--- config.mk ---
export PLATFORM = sky130hd
export DESIGN_NAME = tile_loader
export DESIGN_NICKNAME = d
export VERILOG_FILES = /design/src/rtl/tile_pkg.sv /design/src/rtl/pixel_packer.sv /design/src/rtl/tile_loader.sv
export SDC_FILE = /design/constraint.sdc
export NUM_CORES = 1
export LEC_CHECK = 0
export CORE_ASPECT_RATIO = 0.9
export CORE_MARGIN = 3
export CORE_UTILIZATION = 51
export CTS_CLUSTER_DIAMETER = 60
export DETAILED_ROUTE_END_ITERATION = 12
export HOLD_SLACK_MARGIN = 0.03
export PLACE_DENSITY = 0.8
export SYNTH_ARGS = -nofsm -noshare
export SYNTH_HDL_FRONTEND = slang
export SYNTH_SLANG_ARGS = --single-unit
--- constraint.sdc ---
create_clock -name clk -period 2.85 [get_ports clk]
set_input_delay 0.4275 -clock clk [delete_from_list [all_inputs] [get_ports clk]]
set_output_delay 0.4275 -clock clk [all_outputs]
set_load 0.01 [all_outputs]
--- src/rtl/tile_pkg.sv ---
// Shared definitions for the tile pixel memory: loader states, pixel geometry
// and the byte-lane placement of the 24- and 12-bit RGB formats.
package tile_pkg;

    typedef enum logic [1:0] {
        IDLE,
        LOAD,
        LAST,
        DONE
    } state_t;

    // Bit position of each incoming byte inside the assembled pixel.
    localparam int unsigned LANE24_R_LSB  = 16;
    localparam int unsigned LANE24_G_LSB  = 8;
    localparam int unsigned LANE24_B_LSB  = 0;
    localparam int unsigned LANE12_HI_LSB = 8;
    localparam int unsigned LANE12_LO_LSB = 0;

    function automatic int unsigned bytes_per_pixel(input int unsigned color_bits);
        return (color_bits == 12) ? 2 : 3;
    endfunction

endpackage

--- src/rtl/pixel_packer.sv ---
// Collects MSB-first bytes into one pixel; pix_done/pixel are valid in the
// cycle the final byte of a pixel is accepted.
module pixel_packer
    import tile_pkg::*;
#(
    parameter int unsigned COLOR_BITS = 24
) (
    input  logic                  clk,
    input  logic                  rst,
    input  logic                  accept,
    input  logic [7:0]            byte_data,
    output logic                  pix_done,
    output logic [COLOR_BITS-1:0] pixel
);

    localparam int unsigned BPP      = bytes_per_pixel(COLOR_BITS);
    localparam logic [1:0]  LAST_IDX = 2'(BPP - 1);

    logic [1:0] cnt;

    assign pix_done = accept && (cnt == LAST_IDX);

    always_ff @(posedge clk or posedge rst) begin
        if (rst) begin
            cnt <= '0;
        end else if (accept) begin
            cnt <= pix_done ? '0 : cnt + 2'd1;
        end
    end

    // Only the leading bytes are held; the final byte is merged combinationally
    // so the write register can capture the pixel on the same edge.
    if (COLOR_BITS == 24) begin : g_rgb24
        logic [15:0] held;

        always_ff @(posedge clk or posedge rst) begin
            if (rst) begin
                held <= '0;
            end else if (accept && !pix_done) begin
                held <= {held[7:0], byte_data};
            end
        end

        always_comb begin
            pixel = '0;
            pixel[LANE24_R_LSB +: 8] = held[15:8];
            pixel[LANE24_G_LSB +: 8] = held[7:0];
            pixel[LANE24_B_LSB +: 8] = byte_data;
        end
    end else begin : g_rgb12
        logic [3:0] held;

        always_ff @(posedge clk or posedge rst) begin
            if (rst) begin
                held <= '0;
            end else if (accept && !pix_done) begin
                held <= byte_data[3:0];
            end
        end

        always_comb begin
            pixel = '0;
            pixel[LANE12_HI_LSB +: 4] = held;
            pixel[LANE12_LO_LSB +: 8] = byte_data;
        end
    end

endmodule

--- src/rtl/tile_loader.sv ---
// Streams bytes into the tile RAM: packs pixels and writes them from a
// commanded base address through a registered synchronous write port.
module tile_loader
    import tile_pkg::*;
#(
    parameter int unsigned ADDRESS    = 13,
    parameter int unsigned COLOR_BITS = 24
) (
    input  logic                  clk,
    input  logic                  rst,
    input  logic                  start,
    input  logic [ADDRESS-1:0]    base_addr,
    input  logic [ADDRESS:0]      pix_count,
    input  logic                  byte_valid,
    input  logic [7:0]            byte_data,
    output logic                  byte_ready,
    output logic                  we,
    output logic [ADDRESS-1:0]    waddr,
    output logic [COLOR_BITS-1:0] wdata,
    output logic                  busy,
    output logic                  done
);

    localparam logic [ADDRESS:0] ONE_LEFT = 1;

    state_t                  state, state_next;
    logic [ADDRESS-1:0]      addr;
    logic [ADDRESS:0]        remaining;
    logic                    accept;
    logic                    pix_done;
    logic [COLOR_BITS-1:0]   pixel;

    assign byte_ready = (state == LOAD);
    assign busy       = (state == LOAD) || (state == LAST);
    assign done       = (state == DONE);
    assign accept     = byte_valid && byte_ready;

    pixel_packer #(
        .COLOR_BITS(COLOR_BITS)
    ) u_packer (
        .clk      (clk),
        .rst      (rst),
        .accept   (accept),
        .byte_data(byte_data),
        .pix_done (pix_done),
        .pixel    (pixel)
    );

    always_ff @(posedge clk or posedge rst) begin
        if (rst) begin
            state <= IDLE;
        end else begin
            state <= state_next;
        end
    end

    always_comb begin
        state_next = state;
        unique case (state)
            IDLE: begin
                if (start) begin
                    state_next = (pix_count == '0) ? DONE : LOAD;
                end
            end
            LOAD: begin
                if (pix_done && (remaining == ONE_LEFT)) begin
                    state_next = LAST;
                end
            end
            LAST:    state_next = DONE;
            DONE:    state_next = IDLE;
            default: state_next = IDLE;
        endcase
    end

    always_ff @(posedge clk or posedge rst) begin
        if (rst) begin
            addr      <= '0;
            remaining <= '0;
            we        <= 1'b0;
            waddr     <= '0;
            wdata     <= '0;
        end else begin
            we <= 1'b0;
            if ((state == IDLE) && start) begin
                addr      <= base_addr;
                remaining <= pix_count;
            end
            if (pix_done) begin
                we        <= 1'b1;
                waddr     <= addr;
                wdata     <= pixel;
                addr      <= addr + ADDRESS'(1);
                remaining <= remaining - ONE_LEFT;
            end
        end
    end

endmodule

* Word level (Yosys, flattened, before mapping) *
Cells that the tools add are included.

word-level totals
  input port bits = 39
  output and inout port bits = 41
  logic and storage cells = 39
  bits in registers = 85

operators by class
  add/sub/neg operators = 3
  multiplexer cells = 10
  equal/unequal tests = 7
  reduce and logical (&&, ||, !) cells = 11

operators with widths
  kind                                                   number
  2-to-1 mux 14 bit                                      2
  2-to-1 mux 13 bit                                      2
  equality test 14 x 1 -> 1 bit (second input constant)  1
  logical NOT 14 bit                                     1
  subtractor 14 x 1 -> 14 bit (second input constant)    1
  adder 13 x 1 -> 13 bit (second input constant)         1
  2-to-1 mux 2 bit                                       4
  case mux 2 bit (4 select lines)                        1
  equality test 2 bit (second input constant)            3
  logical AND 1 bit                                      5
  adder 2 x 1 -> 2 bit (second input constant)           1
  equality test 2 x 1 -> 1 bit (second input constant)   1
  logical NOT 2 bit                                      1
  != test 2 x 1 -> 1 bit (second input constant)         1
  != test 2 bit (second input constant)                  1
  AND reduction 2 bit                                    1
  nonzero test 2 bit                                     1
  logical NOT 1 bit                                      1
  logical OR 1 bit                                       1
  2-to-1 mux 1 bit                                       1

* Logic depth before layout (Yosys ltp) *
Gate-level depths: netlist (run 1).

  word-level depth = 6
  gate-level depth with buffers = 8
  gate-level depth less buffers = 7

* Hierarchy *
From an unflattened synthesis (run 1), not the netlist that was laid out.

unflattened totals
  cells, all modules = 370
  area total of the unflattened synthesis = 4,235.3 sq um

modules (own cells, without submodules)
  module        area an instance (sq um)  instances  seq. area each (sq um)  cells each
  tile_loader   3,430.8                   1          1,676.6                 319
  pixel_packer  804.5                     1          450.4                   51

* Worst setup path before layout (run 1) *
Ideal clock, no wire load.

  kind = reg2reg
  start point = reg state[1]
  end point = reg u_packer.g_rgb24.held[0]
  slack = 0.892 ns
  stages on the path, launching flop included = 8
  arrival time = 1.833 ns
  required time = 2.725 ns
  setup time = 0.125 ns
  buffers on the path = 2
  period minus slack after synthesis = 1.958 ns
  cell sequence = dfrtp_1 -> inv_1 -> ha_1 -> nand2_1 -> or2_2 -> clkbuf_1 -> buf_2 -> mux2_2

on the way
  longest elaborated chain between the ends = 5

RTL lines
  element                         line                source
  from (decl)                     tile_loader.sv:26   state_t state, state_next;
  from (signal assigned)          tile_loader.sv:53   state <= state_next;
  equality test 2 x 1 -> 1 bit *  tile_loader.sv:33   assign byte_ready = (state == LOAD);
  net byte_ready                  tile_loader.sv:16   output logic byte_ready,
  logical AND 1 bit *             tile_loader.sv:36   assign accept = byte_valid && byte_ready;
  logical AND 1 bit               pixel_packer.sv:21  assign pix_done = accept && (cnt == LAST_IDX);
  logical NOT 1 bit               pixel_packer.sv:39  end else if (accept && !pix_done) begin
  logical AND 1 bit *             pixel_packer.sv:39
  to (signal assigned)            pixel_packer.sv:40  held <= {held[7:0], byte_data};
  to (decl)                       pixel_packer.sv:34  logic [15:0] held;

Mark *: on every way through the listed nets, which the timed path passes. The rest lies on a longest branch.
A chain may end at the register's enable or synchronous reset.

* Worst setup path after layout (run 1) *
  start point = reg state[1]
  end point = out byte_ready

on the way
  longest elaborated chain between the ends = 1

RTL lines
  element                       line
  equality test 2 x 1 -> 1 bit  tile_loader.sv:33
  to (decl)                     tile_loader.sv:16

Every way passes these cells.

==> flow_metrics.tcl, run 1 <==
set metrics [dict create \
    dieArea_mm2 0.00871 \
    ff2ff_path_depth 8 \
    antenna_cells 0 \
    grtUsageTotal 0.229 \
    final_common_cell "nand2_1" \
    grt_pass1_wl_um 15700 \
    postCtsHoldBufs 0 \
    clkSlewWorstSetupHoldPaths_ns 0.09 \
    setup_violations 0 \
    fin_skew_ns 0.00539 \
    post_cts_buffers 0 \
    die_h_um 88.8 \
    clock_sinks 85 \
    wirelength_um 9340 \
    dp.cells 560 \
    synth-main-ff-cell "dfrtp_1" \
    grt-ovfl-total 0 \
    r2r_end "addr[11]$_DFFE_PP0P_" \
    fillers 570 \
    grt_pass1_vias 3203 \
    whs_path_depth 2 \
    routedWlPerCell_um 16.2 \
    synth_cell_types 50 \
    status "complete, no violations" \
    cts_resized 0 \
    clock_latency_ns 0.36 \
    slew_headroom 0.274 \
    clk_path_buf_depth 2 \
    reg2reg_slack_ns 0.67 \
    dp_hpwl_um 6650 \
    worst_hold_slack_ns 0.475 \
    via_count 3274 \
    worstPathMaxFanout 6 \
    cp-end-kind "primary output" \
    avgSynthCellArea_um2 9.80 \
    setup_tns_ns 0 \
    cts.htree.levels 3 \
    num-nets-final 526 \
    cts_buffers 9 \
    worstSetupPathType "reg -> out" \
    holdPathEnd "wdata[22]$_DFFE_PP0P_" \
    antenna_left 0 \
    fin_ws_ns 0.654 \
    yosys.area.top_type_share 0.547 \
    core_mm2 0.00722 \
    period_share 0.770 \
    yosys.area.top_type "dfrtp_1" \
    hp-class "reg -> reg" \
    cts_tree "done" \
    rsz0062_at_grt "false" \
    viasPerCell 5.68 \
    r2r-start "state[1]$_DFFE_PP0P_" \
    finalHoldViolations 0 \
    syn-num-nets 445 \
    grt_max_degree 61 \
    port_buffers 79 \
    ys_warn_count 0 \
    fmax_ghz 0.455 \
    seqCellArea_mm2 0.00213 \
    mostFrequentLayoutCells "nand2_1, dfrtp_1, clkdlybuf4s50_1" \
    drt-initial-drc-count 223 \
    multi_input_area_mm2 0.00164 \
    crit_path_start_kind "flip-flop" \
    worstMarginPinSlew_ns 1.09 \
    crit_chain "inv_1 -> ha_1 -> clkdlybuf4s50_1" \
    area_growth_pct 28.9 \
    power_density_mw_per_mm2 1050 \
    gp_congestion 0.845 \
    yosys-top-cells-area "dfrtp_1, nand2_1, mux2_2" \
    antenna_found_initial 0 \
    layout-drive-gt1-share 0.120 \
    postSynthCellCount 397 \
    slowest_delay_ns 0.59 \
    crit_arrival_ns 1.77 \
    cts_root_buf "clkbuf_8" \
    ios 80 \
    fin_crit_ns 2.20 \
    worstHoldStart "u_packer.g_rgb24.held[14]$_DFFE_PP0P_" \
    seq_area_frac_synth 0.547 \
    post-place-ws_ns 0.493 \
    cap_viol_max_count 0 \
    firstDrtPassIters 5 \
    start_util 0.539 \
    num_rows 29 \
    synth_area_mm2 0.00389 \
    required_ns 2.42 \
    ys_async_sr_fraction 1.00 \
    synth_edf_count 0 \
    p_leak_nw 2.26 \
    synth_seq_cells 85 \
    drv_slew 0 \
    irDropWorstVdd_v 0.000505 \
    stdcell_count 576 \
    worst_path_max_delay_cell "clkdlybuf4s50_1" \
    die_w_um 98.0 \
    drc_errors 0 \
]
==> routing by layer <==
layer  global-route usage  share of wire
met5                    0              0
met4               0.0742          0.015
met3               0.0646          0.051
met2                0.352           0.48
met1                0.319           0.45
==> logic make-up after synthesis <==
kind of cell	after synthesis	synth area share
AND/OR/NAND/NOR	190	0.223
flip-flops	85	0.547
AO/OA/AOI/OAI	64	0.117
buffers and inverters	30	0.0302
multiplexers	19	0.0541
adder cells (fa/ha/maj)	9	0.0290
==> worst max path at each step <==
| stage | depth (start not counted) | from | endpoint | slack, ns |
|---|---|---|---|---|
| finish | 3 | state[1]$_DFFE_PP0P_ | byte_ready | 0.65 |
| global route | 8 | state[1]$_DFFE_PP0P_ | addr[11]$_DFFE_PP0P_ | 0.48 |
| CTS | 3 | state[1]$_DFFE_PP0P_ | byte_ready | 0.63 |
| detailed placement | 7 | byte_valid | addr[11]$_DFFE_PP0P_ | 0.49 |
| global placement | 7 | byte_valid | remaining[11]$_DFFE_PP0P_ | 0.57 |
| floorplan | 1 | rst | addr[0]$_DFFE_PP0P_ | 0.23 |
==> registers in the layout (all words and copies together) (netlist names) <==
register and cells:
waddr 13, we 1, remaining 14, addr 13
u_packer.g_rgb24.held 16, state 2, wdata 24, u_packer.cnt 2
==> worst max-delay path: cells and delay by family, from the launching register on <==
| kind | cells | cell delay, ns |
|---|---|---|
| fa+ha+maj | 1 | 0.29 |
| buf+inv | 2 | 0.71 |
| flops | 1 | 0.41 |
==> cell usage after synthesis (all sizes together) (2+ instances only) <==
cell type / count
nand2: 127
dfrtp: 85
mux2: 16
nor2: 14
o21ai: 14
a21oi: 13
clkbuf: 12
inv: 10
ha: 9
nor3: 8
buf: 7
nand3: 7
nor4: 7
nand4: 6
o211ai: 5
and3: 4
o311ai: 4
or4: 4
a211oi: 3
a221o: 3
a22oi: 3
a311oi: 3
and2: 3
mux2i: 3
o221a: 3
nor2b: 2
o22a: 2
o22ai: 2
or2: 2
==> final cells by class <==
cell class                      instances  area share
Timing Repair Buffer                   89       0.173
Clock inverter                          7      0.0185
Sequential cell                        85       0.424
Inverter                               11     0.00849
Clock buffer                            9      0.0247
Multi-Input combinational cell        282       0.328
Tap cell                               93      0.0232
==> power breakdown <==
part           leakage, nW  internal (mW)  switching (mW)
Sequential            1.04           1.78           0.455
Clock                0.103          0.427           0.483
Combinational         1.11           1.11            1.03
Total                 2.26           3.31            1.96
==> per-stage QoR <==
stage          power (mW)   util  area (um2)
2_1_floorplan        3.40      -        3890
3_3_place_gp         4.29  0.664        4800
3_5_place_dp         4.38  0.664        4800
4_1_cts              5.30  0.694        5010
5_1_grt              5.67  0.694        5010
6_report             5.28  0.694        5010
Note: power is estimated with default switching activity, not from simulation.
==> run 2, diff against run 1 <==
- CORE_UTILIZATION: 51 -> 46
- PLACE_DENSITY: 0.8 -> 0.76
- clock period: 2.85 -> 1.8 ns (I/O delays scaled with it)
==> flow_metrics.tcl, run 2 (synthesis gave the netlist of run 1 again) <==
set metrics [dict create \
    status "finished with violations" \
    violations "negative setup slack" \
    crit_path_start_kind "flip-flop" \
    crit_arrival_ns 2.13 \
    num_rows 31 \
    p_leak_nw 2.49 \
    reg_top3 "wdata x24, u_packer.g_rgb24.held x16, remaining x14" \
    num-nets-final 561 \
    fmax_ghz 0.542 \
    crit_chain "or4_4 -> nor4_4 -> a2bb2oi_2 -> mux2i_1" \
    finalCoreUtilization 0.667 \
    grt_pass1_vias 3497 \
    gp_congestion 0.816 \
    die_h_um 93.2 \
    largest_reg_flops 24 \
    setup_violations 5 \
    port_buffers 79 \
    required_ns 2.08 \
    start_util 0.477 \
    final_common_cell "nand2_1" \
    firstDrtPassIters 5 \
    period_share 1.02 \
    layout-drive-gt1-share 0.201 \
    fin_skew_ns 0.0105 \
    finalHoldViolations 0 \
    rsz0062_at_grt "true" \
    slew_headroom 0.680 \
    postCtsHoldBufs 0 \
    fin_ws_ns -0.0433 \
    grt_max_degree 86 \
    wirelength_um 10400 \
    worst_hold_slack_ns 0.376 \
    worst_path_max_delay_cell "or4_4" \
    grt-ovfl-total 0 \
    worstPathMaxFanout 2 \
    clock_sinks 85 \
    mostFrequentLayoutCells "nand2_1, dfrtp_1, clkdlybuf4s50_1" \
    via_count 3455 \
    area_growth_pct 39.6 \
    drv_slew 0 \
    critical_path_buf_inv_count 0 \
    fin_crit_ns 1.84 \
    ios 80 \
    clkSlewWorstSetupHoldPaths_ns 0.09 \
    grt_pass1_wl_um 17100 \
    post-place-ws_ns -0.395 \
    cts_root_buf "clkbuf_8" \
    setup_tns_ns -0.133 \
    cts_tree "done" \
    cap_viol_max_count 0 \
    irDropWorstVdd_v 0.000690 \
    clk_path_buf_depth 2 \
    dieArea_mm2 0.00959 \
    grtUsageTotal 0.227 \
    die_w_um 103 \
    worstMarginPinSlew_ns 0.476 \
    clock_latency_ns 0.36 \
    power_mw 9.06 \
    antenna_left 0 \
    drt-initial-drc-count 236 \
    fillers 641 \
    cts.htree.levels 3 \
    cp_top_family "simple AND/OR/NAND/NOR gates" \
    drc_errors 0 \
    antenna_found_initial 0 \
    hp-class "in -> async" \
    top_register "wdata" \
    dp_hpwl_um 7170 \
    cts_buffers 9 \
    antenna_cells 0 \
    worstSetupPathType "reg -> reg" \
    power_density_mw_per_mm2 1670 \
    slowest_delay_ns 0.57 \
    viasPerCell 5.60 \
    routedWlPerCell_um 16.9 \
    cp-end-kind "flip-flop" \
    core_mm2 0.00815 \
]
-- run 2: cell count changes in the layout (fill, tap and decap cells not counted), sizes merged --
cell | previous run | this run
clkdlybuf4s50 | 79 | 76
buf | 10 | 44
bufbuf | 0 | 1
dlygate4sd2 | 0 | 3
bufinv | 1 | 2
clkinv | 3 | 0
inv | 12 | 14
-- run 2: what timing repair did --
action | in CTS | in global routing
endpoints found under the hold margin | 0 | 0
cloned | 1 | 0
resized for setup | 14 | 12
setup endpoints to repair | 28 | 36
buffers inserted | 2 | 2
pin swaps | 3 | 3
-- run 2: where the power goes --
part	total, mW	leakage [nW]	internal [mW]	switching, mW
Combinational	4.08	1.33	2.14	1.94
Sequential	3.45	1.04	2.81	0.632
Clock	1.54	0.111	0.801	0.736
Total	9.06	2.49	5.76	3.30
-- run 2: area by class of cell --
cell class	count	area, um2	share of cell area
Sequential cell	85	2130	0.392
Multi-Input combinational cell	282	1710	0.316
Timing Repair Buffer	124	1190	0.219
Clock buffer	9	124	0.0228
Tap cell	99	124	0.0228
Clock inverter	7	103	0.0189
Inverter	11	47.5	0.00876
-- run 2: tightest hold or removal path, stage by stage --
cell	delay (ns)
clkdlybuf4s50_1	0.44
clkinvlp_4	0.09
buf_12	0.37
-- run 2: path summary, 6_finish.rpt --
| path | from | end | slack (ns) | cells after the start |
|---|---|---|---|---|
| setup / recovery | remaining[5]$_DFFE_PP0P_ | state[1]$_DFFE_PP0P_ | -0.04 | 4 |
| hold / removal | rst | u_packer.cnt[0]$_DFFE_PP0P_ | 0.38 | 3 |
| setup reg to reg | remaining[5]$_DFFE_PP0P_ | state[1]$_DFFE_PP0P_ | -0.04 | 4 |
| hold reg to reg | u_packer.g_rgb24.held[9]$_DFFE_PP0P_ | wdata[17]$_DFFE_PP0P_ | 0.48 | 2 |
| max in group asynchronous | rst | remaining[9]$_DFFE_PP0P_ | 1.08 | 3 |
| min in group clk | byte_data[6] | wdata[6]$_DFFE_PP0P_ | 0.46 | 3 |
-- run 2: routing by layer --
metal | share of wire | routed length (um) | vias up | global-route usage
li1 | - | - | 1622 | -
met1 | 0.45 | 4710 | 1671 | 0.322
met2 | 0.46 | 4770 | 138 | 0.347
met3 | 0.064 | 668 | 24 | 0.0373
met4 | 0.026 | 271 | 0 | 0.0885
met5 | 0 | 0 | - | 0
-- run 2: metrics by stage --
stage / instance area [um2] / cells
6_report: 5430 / 617
3_3_place_gp: 5060 / 596
5_1_grt: 5430 / 617
3_5_place_dp: 5060 / 596
2_1_floorplan: 3930 / 397
4_1_cts: 5380 / 615
==> run 3, diff against run 2 <==
- HOLD_SLACK_MARGIN: 0.03 -> 0.12
==> results of run 3 <==
Same layout as run 2: the final DEF is identical, and so are final timing and power.
